<file path="src/rtl/ifetch_ctrl.sv">
// ifetch_ctrl: instruction fetch sequencer feeding decode from the IROM through a prefetch FIFO
// Ports:
//   clk, rst_n                       clock, asynchronous active-low reset
//   rom_req, rom_addr, rom_data      IROM word read, data returns one cycle after rom_req
//   redirect_valid, redirect_pc      fetch restart from execute (flushes buffered and in-flight words)
//   inst_valid, inst, inst_pc        show-ahead FIFO head towards decode
//   inst_ready                       decode accepts the head
module ifetch_ctrl #(
    parameter int          DEPTH    = 4,
    parameter logic [31:0] RESET_PC = 32'h0000_0000
) (
    input  logic        clk,
    input  logic        rst_n,
    output logic        rom_req,
    output logic [15:0] rom_addr,
    input  logic [31:0] rom_data,
    input  logic        redirect_valid,
    input  logic [31:0] redirect_pc,
    output logic        inst_valid,
    output logic [31:0] inst,
    output logic [31:0] inst_pc,
    input  logic        inst_ready
);
    localparam int PW = $clog2(DEPTH);
    localparam int CW = $clog2(DEPTH + 1);

    logic [31:0]   fetch_pc;
    logic [31:0]   inflight_pc;
    logic          inflight;
    logic [CW-1:0] count;
    logic [CW-1:0] count_nxt;
    logic [CW:0]   occ;
    logic [PW-1:0] wr_ptr;
    logic [PW-1:0] rd_ptr;
    logic [31:0]   mem_pc   [DEPTH];
    logic [31:0]   mem_inst [DEPTH];
    logic          push;
    logic          pop;

    function automatic logic [PW-1:0] bump(input logic [PW-1:0] p);
        return (p == PW'(DEPTH - 1)) ? '0 : p + 1'b1;
    endfunction

    // Reserving a slot for the outstanding read guarantees every response has room.
    // rst_n gates the strobe so no read is issued while reset is held.
    assign occ        = {1'b0, count} + {{CW{1'b0}}, inflight};
    assign rom_req    = rst_n && !redirect_valid && (occ < (CW + 1)'(DEPTH));
    assign rom_addr   = fetch_pc[17:2];
    assign push       = inflight && !redirect_valid;
    assign inst_valid = count != '0;
    assign pop        = inst_valid && inst_ready;
    assign inst       = mem_inst[rd_ptr];
    assign inst_pc    = mem_pc[rd_ptr];

    always_comb begin
        count_nxt = (push && !pop) ? count + 1'b1 :
                    (!push && pop) ? count - 1'b1 : count;
    end

    always_ff @(posedge clk or negedge rst_n) begin
        if (!rst_n) begin
            fetch_pc    <= RESET_PC;
            inflight_pc <= '0;
            inflight    <= 1'b0;
            count       <= '0;
            wr_ptr      <= '0;
            rd_ptr      <= '0;
            for (int i = 0; i < DEPTH; i++) begin
                mem_pc[i]   <= '0;
                mem_inst[i] <= '0;
            end
        end else if (redirect_valid) begin
            fetch_pc <= redirect_pc & ~32'h3;
            inflight <= 1'b0;
            count    <= '0;
            wr_ptr   <= '0;
            rd_ptr   <= '0;
        end else begin
            inflight <= rom_req;
            count    <= count_nxt;
            if (rom_req) begin
                inflight_pc <= fetch_pc;
                fetch_pc    <= fetch_pc + 32'd4;
            end
            if (push) begin
                mem_pc[wr_ptr]   <= inflight_pc;
                mem_inst[wr_ptr] <= rom_data;
                wr_ptr           <= bump(wr_ptr);
            end
            if (pop) rd_ptr <= bump(rd_ptr);
        end
    end
endmodule
</file>
<file path="config.mk">
export PLATFORM = sky130hd
export DESIGN_NAME = ifetch_ctrl
export DESIGN_NICKNAME = d
export VERILOG_FILES = /design/src/rtl/ifetch_ctrl.sv
export SDC_FILE = /design/constraint.sdc
export NUM_CORES = 1
export LEC_CHECK = 0
export BUFFER_PORTS_ARGS = -buffer_cell sky130_fd_sc_hd__buf_2
export CELL_PAD_IN_SITES_DETAIL_PLACEMENT = 1
export CELL_PAD_IN_SITES_GLOBAL_PLACEMENT = 1
export CORE_ASPECT_RATIO = 0.75
export CORE_MARGIN = 2
export CORE_UTILIZATION = 53
export CTS_CLUSTER_SIZE = 8
export DETAILED_ROUTE_END_ITERATION = 16
export MAX_ROUTING_LAYER = met4
export PLACE_DENSITY = 0.83
export SYNTH_ARGS = -nofsm -noshare
export SYNTH_HDL_FRONTEND = slang
export SYNTH_SLANG_ARGS = --single-unit
</file>
<file path="constraint.sdc">
create_clock -name clk -period 5.03 [get_ports clk]
set_clock_uncertainty 0.1 [all_clocks]
set_input_delay 0.503 -clock clk [delete_from_list [all_inputs] [get_ports clk]]
set_output_delay 0.503 -clock clk [all_outputs]
set_load 0.03 [all_outputs]
</file>
[Word-level counts from Yosys, hierarchy flattened]
Index checks and enable logic that the tools add are counted.
Storage, ports and cells
  register bits: 328
  latch bits: 0
  RAM bits: 0
  bits in read-only memories: 0
  bits of input ports: 68
  output and inout port bits: 82
  logic and storage cells: 68
  memories kept: 0
Operators by class
  add/subtract/negate cells: 6
  multipliers: 0
  divide/modulo/power cells: 0
  $lt $le $gt $ge: 4
  eq/ne operators: 2
  shift operators: 0
  muxes and demuxes: 22
  bitwise operators: 3
  reduce and logical (&&, ||, !) cells: 17
Operator list (number)
  bitwise mux 128 bit: 2
  two-way mux 32 bit: 7
  binary-select mux 32 bit (select 2 bit): 2
  demux 32 bit (select 2 bit): 1
  adder 32 x 3 -> 32 bit, second input constant: 1
  two-way mux 2 bit: 6
  two-way mux 3 bit: 3
  logical AND 1 bit: 7
  greater-or-equal comparator 3 bit, second input constant: 2
  inverter 2 -> 3 bit: 2
  nonzero test 2 bit: 3
  nonzero test 3 bit: 2
  adder 2 x 1 -> 2 bit, second input constant: 2
  adder 3 x 1 -> 4 bit: 1
  == test 2 bit, second input constant: 2
  < comparator 4 x 3 -> 1 bit, second input constant: 1
  AND reduction 2 bit: 2
  adder 3 x 1 -> 3 bit, second input constant: 1
  zero test 1 bit: 3
  < comparator 3 x 1 -> 1 bit, second input constant: 1
  subtractor 3 x 1 -> 3 bit, second input constant: 1
  two-way mux 1 bit: 1
  inverter 1 bit: 1

[Logic depth before layout (Yosys ltp)]
  depth after elaboration: 7
  mapped depth: 9
  gate-level depth less buffers: 7

[Worst setup path before layout]
OpenSTA, ideal clock, no wires.
  path kind: input-to-output
  start point: input redirect_valid
  end point: output rom_req
  data arrival time: 1.505 ns
  path slack: 2.922 ns
  stages on the path: 6
  buffers on the path: 3
  cells stage by stage: buf_2 -> nor2_1 -> nand3_2 -> inv_2 -> buf_2 -> buf_2
On the way
  word-level cells in the longest chain between the ends: 3
RTL lines
  from (decl): line 17  | input logic redirect_valid,
  zero test 1 bit: line 47  | assign rom_req = rst_n && !redirect_valid && (occ < (CW + 1)'(DEPTH));
  logical AND 1 bit (2 in series): line 47
  to (decl): line 14  | output logic rom_req,
Every way passes these cells.

[Worst setup path in the final report]
  start point: register rd_ptr[0]
  end point: output inst[18]
On the way
  word-level cells in the longest chain between the ends: 4
RTL lines
  from (decl): line 34  | logic [PW-1:0] rd_ptr;
  from (signal assigned): line 90  | if (pop) rd_ptr <= bump(rd_ptr);
  inverter 2 -> 3 bit (implied by the code): line 52  | assign inst = mem_inst[rd_ptr];
  binary-select mux 32 bit (select 2 bit): line 52
  two-way mux 32 bit (implied by the code) (2 in series): line 52
  to (decl): line 20  | output logic [31:0] inst,
Every way passes these cells. The select of a mux whose other input is x is not followed.

==> flow_summary.rst <==
.. list-table::
   :header-rows: 1

   * - Metric
     - Value
   * - Run status
     - finished, final reports clean
   * - Final net count
     - 1,204
   * - Antenna-violating nets left
     - 0
   * - Worst Hold Margin
     - 86.8 ps
   * - Total cell area at the placement stage
     - 15,000 um^2
   * - Clock tree from TritonCTS
     - yes
   * - Signal arrival time at the worst endpoint
     - 2790 ps
   * - Origin of the critical flop-to-flop path
     - inflight
   * - Critical Path Start Type
     - flop
   * - Number of enable-type register cells in the synthesized netlist
     - 0
   * - Met1 track demand over resource in global routing
     - 36.2%
   * - Clock-pin slew on the worst setup and hold paths
     - 50 ps
   * - Violation count after the first detailed-routing iteration
     - 512
   * - Dpl hpwl
     - 19,900 um
   * - Fraction of synthesized cell area taken by the top area cell type
     - 55.9%
   * - Die area
     - 28,000 um^2
   * - Via count of the first global-routing pass
     - 9,988
   * - Count of pins on the block boundary
     - 150
   * - Max-cap violation count
     - 0
   * - Leading post-synthesis cells by instance count
     - dfrtp_1 (316), mux2_2 (248), nand2_1 (129)
   * - Wire length after detailed routing
     - 35,100 um
   * - Synth cell types
     - 51
   * - Actual transition at the worst max-transition pin
     - 1060 ps
   * - Sw Share
     - 35.0%
   * - Reported net switching power
     - 0.00345 W
   * - Launch point of the critical path
     - rd_ptr[0]
   * - Crit path time final
     - 3390 ps
   * - Count of warnings emitted by yosys
     - 0
   * - Clock Root Buffer
     - clkbuf_16
   * - Most frequent cell after synthesis
     - dfrtp_1
   * - TritonCTS buffer count
     - 45
   * - Final std cell area, no fill
     - 16,300 um^2
   * - Final setup violation count
     - 0
   * - Routing usage on met2
     - 41.6%
   * - Required @ worst endpoint
     - 4430 ps
   * - Max-slew violation total from the final report
     - 0
   * - Wire per inst
     - 23.7 um
   * - Aggregate global-route resource usage
     - 26.8%
   * - Initial antenna violation count
     - 3
   * - Worst setup path class
     - reg2out
   * - Max Fclk
     - 0.295 GHz
   * - DR vias
     - 8,893
   * - First drt pass iteration count
     - 5
   * - Clk sinks
     - 316
   * - Final worst path period share
     - 67.4%
   * - Total leakage power
     - 7.83 nW
   * - Setup WS pre-CTS
     - 2140 ps
   * - Vias per std cell
     - 6.00
   * - Synthesized instance count
     - 1,007
   * - Cell type with the highest aggregate area in the netlist
     - dfrtp_1
   * - Row count
     - 51
   * - Initial core utilization
     - 54.2%
   * - Layout cell share with drive strength beyond 1
     - 46.6%
   * - Largest fanout of any net on the critical path
     - 44
   * - Worst IR Drop VDD
     - 0.000423 V
   * - Placeable core region
     - 26,100 um^2
   * - Hold path start
     - redirect_pc[27]
   * - Accumulated negative setup slack
     - 0 ps
   * - Maximum buffer depth of the clock tree
     - 3
   * - Post-cts repair resize count
     - 0
   * - Clock latency reported for the late side of the worst-skew pair
     - 540 ps
   * - Flops & latches, synth
     - 316
   * - Worst reg-to-reg setup slack
     - 2210 ps
   * - Leading cell types by total area after synthesis
     - dfrtp_1 (56%), mux2_2 (20%), mux4_2 (9.9%)
   * - Post-Synthesis Mean Instance Area
     - 14.1 um^2
   * - Wire length of the first global-routing pass
     - 56,200 um
   * - Share of power burned in combinational logic
     - 32.1%
   * - Summed instance area of the synthesized netlist
     - 14,200 um^2
   * - Area delta synth->final
     - 14.8%
   * - Floorplan die height
     - 146 um
   * - Horizontal die dimension
     - 193 um
   * - Most Used Layer, Global Route
     - met2
   * - Predominant post-synthesis flop cell
     - dfrtp_1
   * - Share of synthesized area occupied by flip-flops and latches
     - 55.9%
   * - Pwr per Cell Area
     - 606 nW/um^2
   * - # H-tree levels
     - 2
   * - Class of the most critical hold timing path
     - in2reg
   * - Maximum number of pins on one net before global-route repair
     - 166
   * - Clock group share of total power
     - 27.6%
   * - Asr flop ratio synth
     - 100%
   * - Internal power contribution
     - 0.00640 W
   * - Met3 Use GR
     - 4.97%
   * - Endpoints failing hold
     - 0
   * - Total design power
     - 0.00986 W
   * - Setup repair after global routing missed its margin
     - false
   * - Proportion of power drawn by flip-flops and latches
     - 40.2%
   * - PnR worst setup slack
     - 1640 ps
   * - Final global-route overflow total
     - 0
   * - Number of remaining DRC errors
     - 0
   * - Port Buffers
     - 145
   * - Worst rel slew slack
     - 29.1%
   * - RD Place Congestion
     - 0.789
   * - Worst Setup End Kind
     - output pin
[metal layers]
layer / part of all wire (%) / vias up / wire [um]
met4: 2.2 / 0 / 775
met5: 0 / - / 0
li1: - / 3863 / -
met3: 5.7 / 66 / 1990
met1: 44 / 4676 / 15600
met2: 48 / 288 / 16800
[cells in the final DEF (no fill, tap or decap), types with 4 or more instances in the layout]
cell type,n
o311ai_0,6
nand4_1,8
clkbuf_16,47
inv_1,9
xor2_1,5
xnor2_1,4
buf_2,144
and3_1,4
nand2_1,125
mux4_2,62
buf_4,7
o21ai_0,18
a221o_1,4
mux2i_1,4
ha_1,5
mux2_2,248
o211ai_1,9
nand2_4,4
nor3_1,4
dfrtp_1,314
nand3_1,23
nor2_1,23
[critical path: stages (launching register included)]
cell	delay (ps)
dfrtp_4	1050
buf_4	410
mux4_2	560
buf_2	200
[power groups by stage]
stage	combinational [W]	sequential, W	clock (W)
floorplan	0.00254	0.00363	0
global placement	0.00306	0.00390	0
detailed placement	0.00315	0.00397	0
CTS	0.00321	0.00397	0.00278
global route	0.00337	0.00408	0.00289
finish	0.00317	0.00397	0.00272
[cells by family after synthesis]
group | share of synthesized area, %
adder cells (fa/ha/maj) | 0.584
other | 0.0265
flip-flops | 55.9
AND/OR/NAND/NOR | 7.05
AO/OA/AOI/OAI | 2.81
multiplexers | 29.9
buffers and inverters | 3.21
XOR/XNOR | 0.557
[layout make-up]
type | count | area (um^2)
multi-input combinational | 603 | 5820
sequential | 316 | 7910
inverter | 10 | 37.5
antenna | 3 | 7.51
tap | 344 | 430
clock buffer | 49 | 1180
fill | 2447 | 9850
clock inverter | 2 | 38.8
timing repair buffer | 154 | 818
[stage by stage]
| step | instances | util (%) |
|---|---|---|
| 3_5_place_dp | 1426 | 57.5 |
| 4_1_cts | 1478 | 62.2 |
| 3_3_place_gp | 1426 | 57.5 |
| 2_1_floorplan | 1008 | - |
| 5_1_grt | 1481 | 62.3 |
| 6_report | 1481 | 62.3 |
[state kept, by name, summed over array words and instances (netlist names)]
register	count
mem_pc	120
fetch_pc	30
wr_ptr	2
rd_ptr	2
count	3
mem_inst	128
inflight	1
inflight_pc	30
[path summary, 6_finish.rpt]
check                                      to  cells past startpoint
worst max-delay path                 inst[18]                      3
worst min-delay path             fetch_pc[27]                      3
worst max register to register   mem_inst[85]                      3
worst min register to register   mem_inst[26]                      1
max in group asynchronous          mem_pc[10]                      3
min in group asynchronous       mem_inst[103]                      2
[timing repair]
item / in CTS / in global routing
setup buffers: 0 / 0
hold buffers: 1 / 0
endpoints found under the hold margin: 96 / 0
Power figures use the tool's default switching activity.
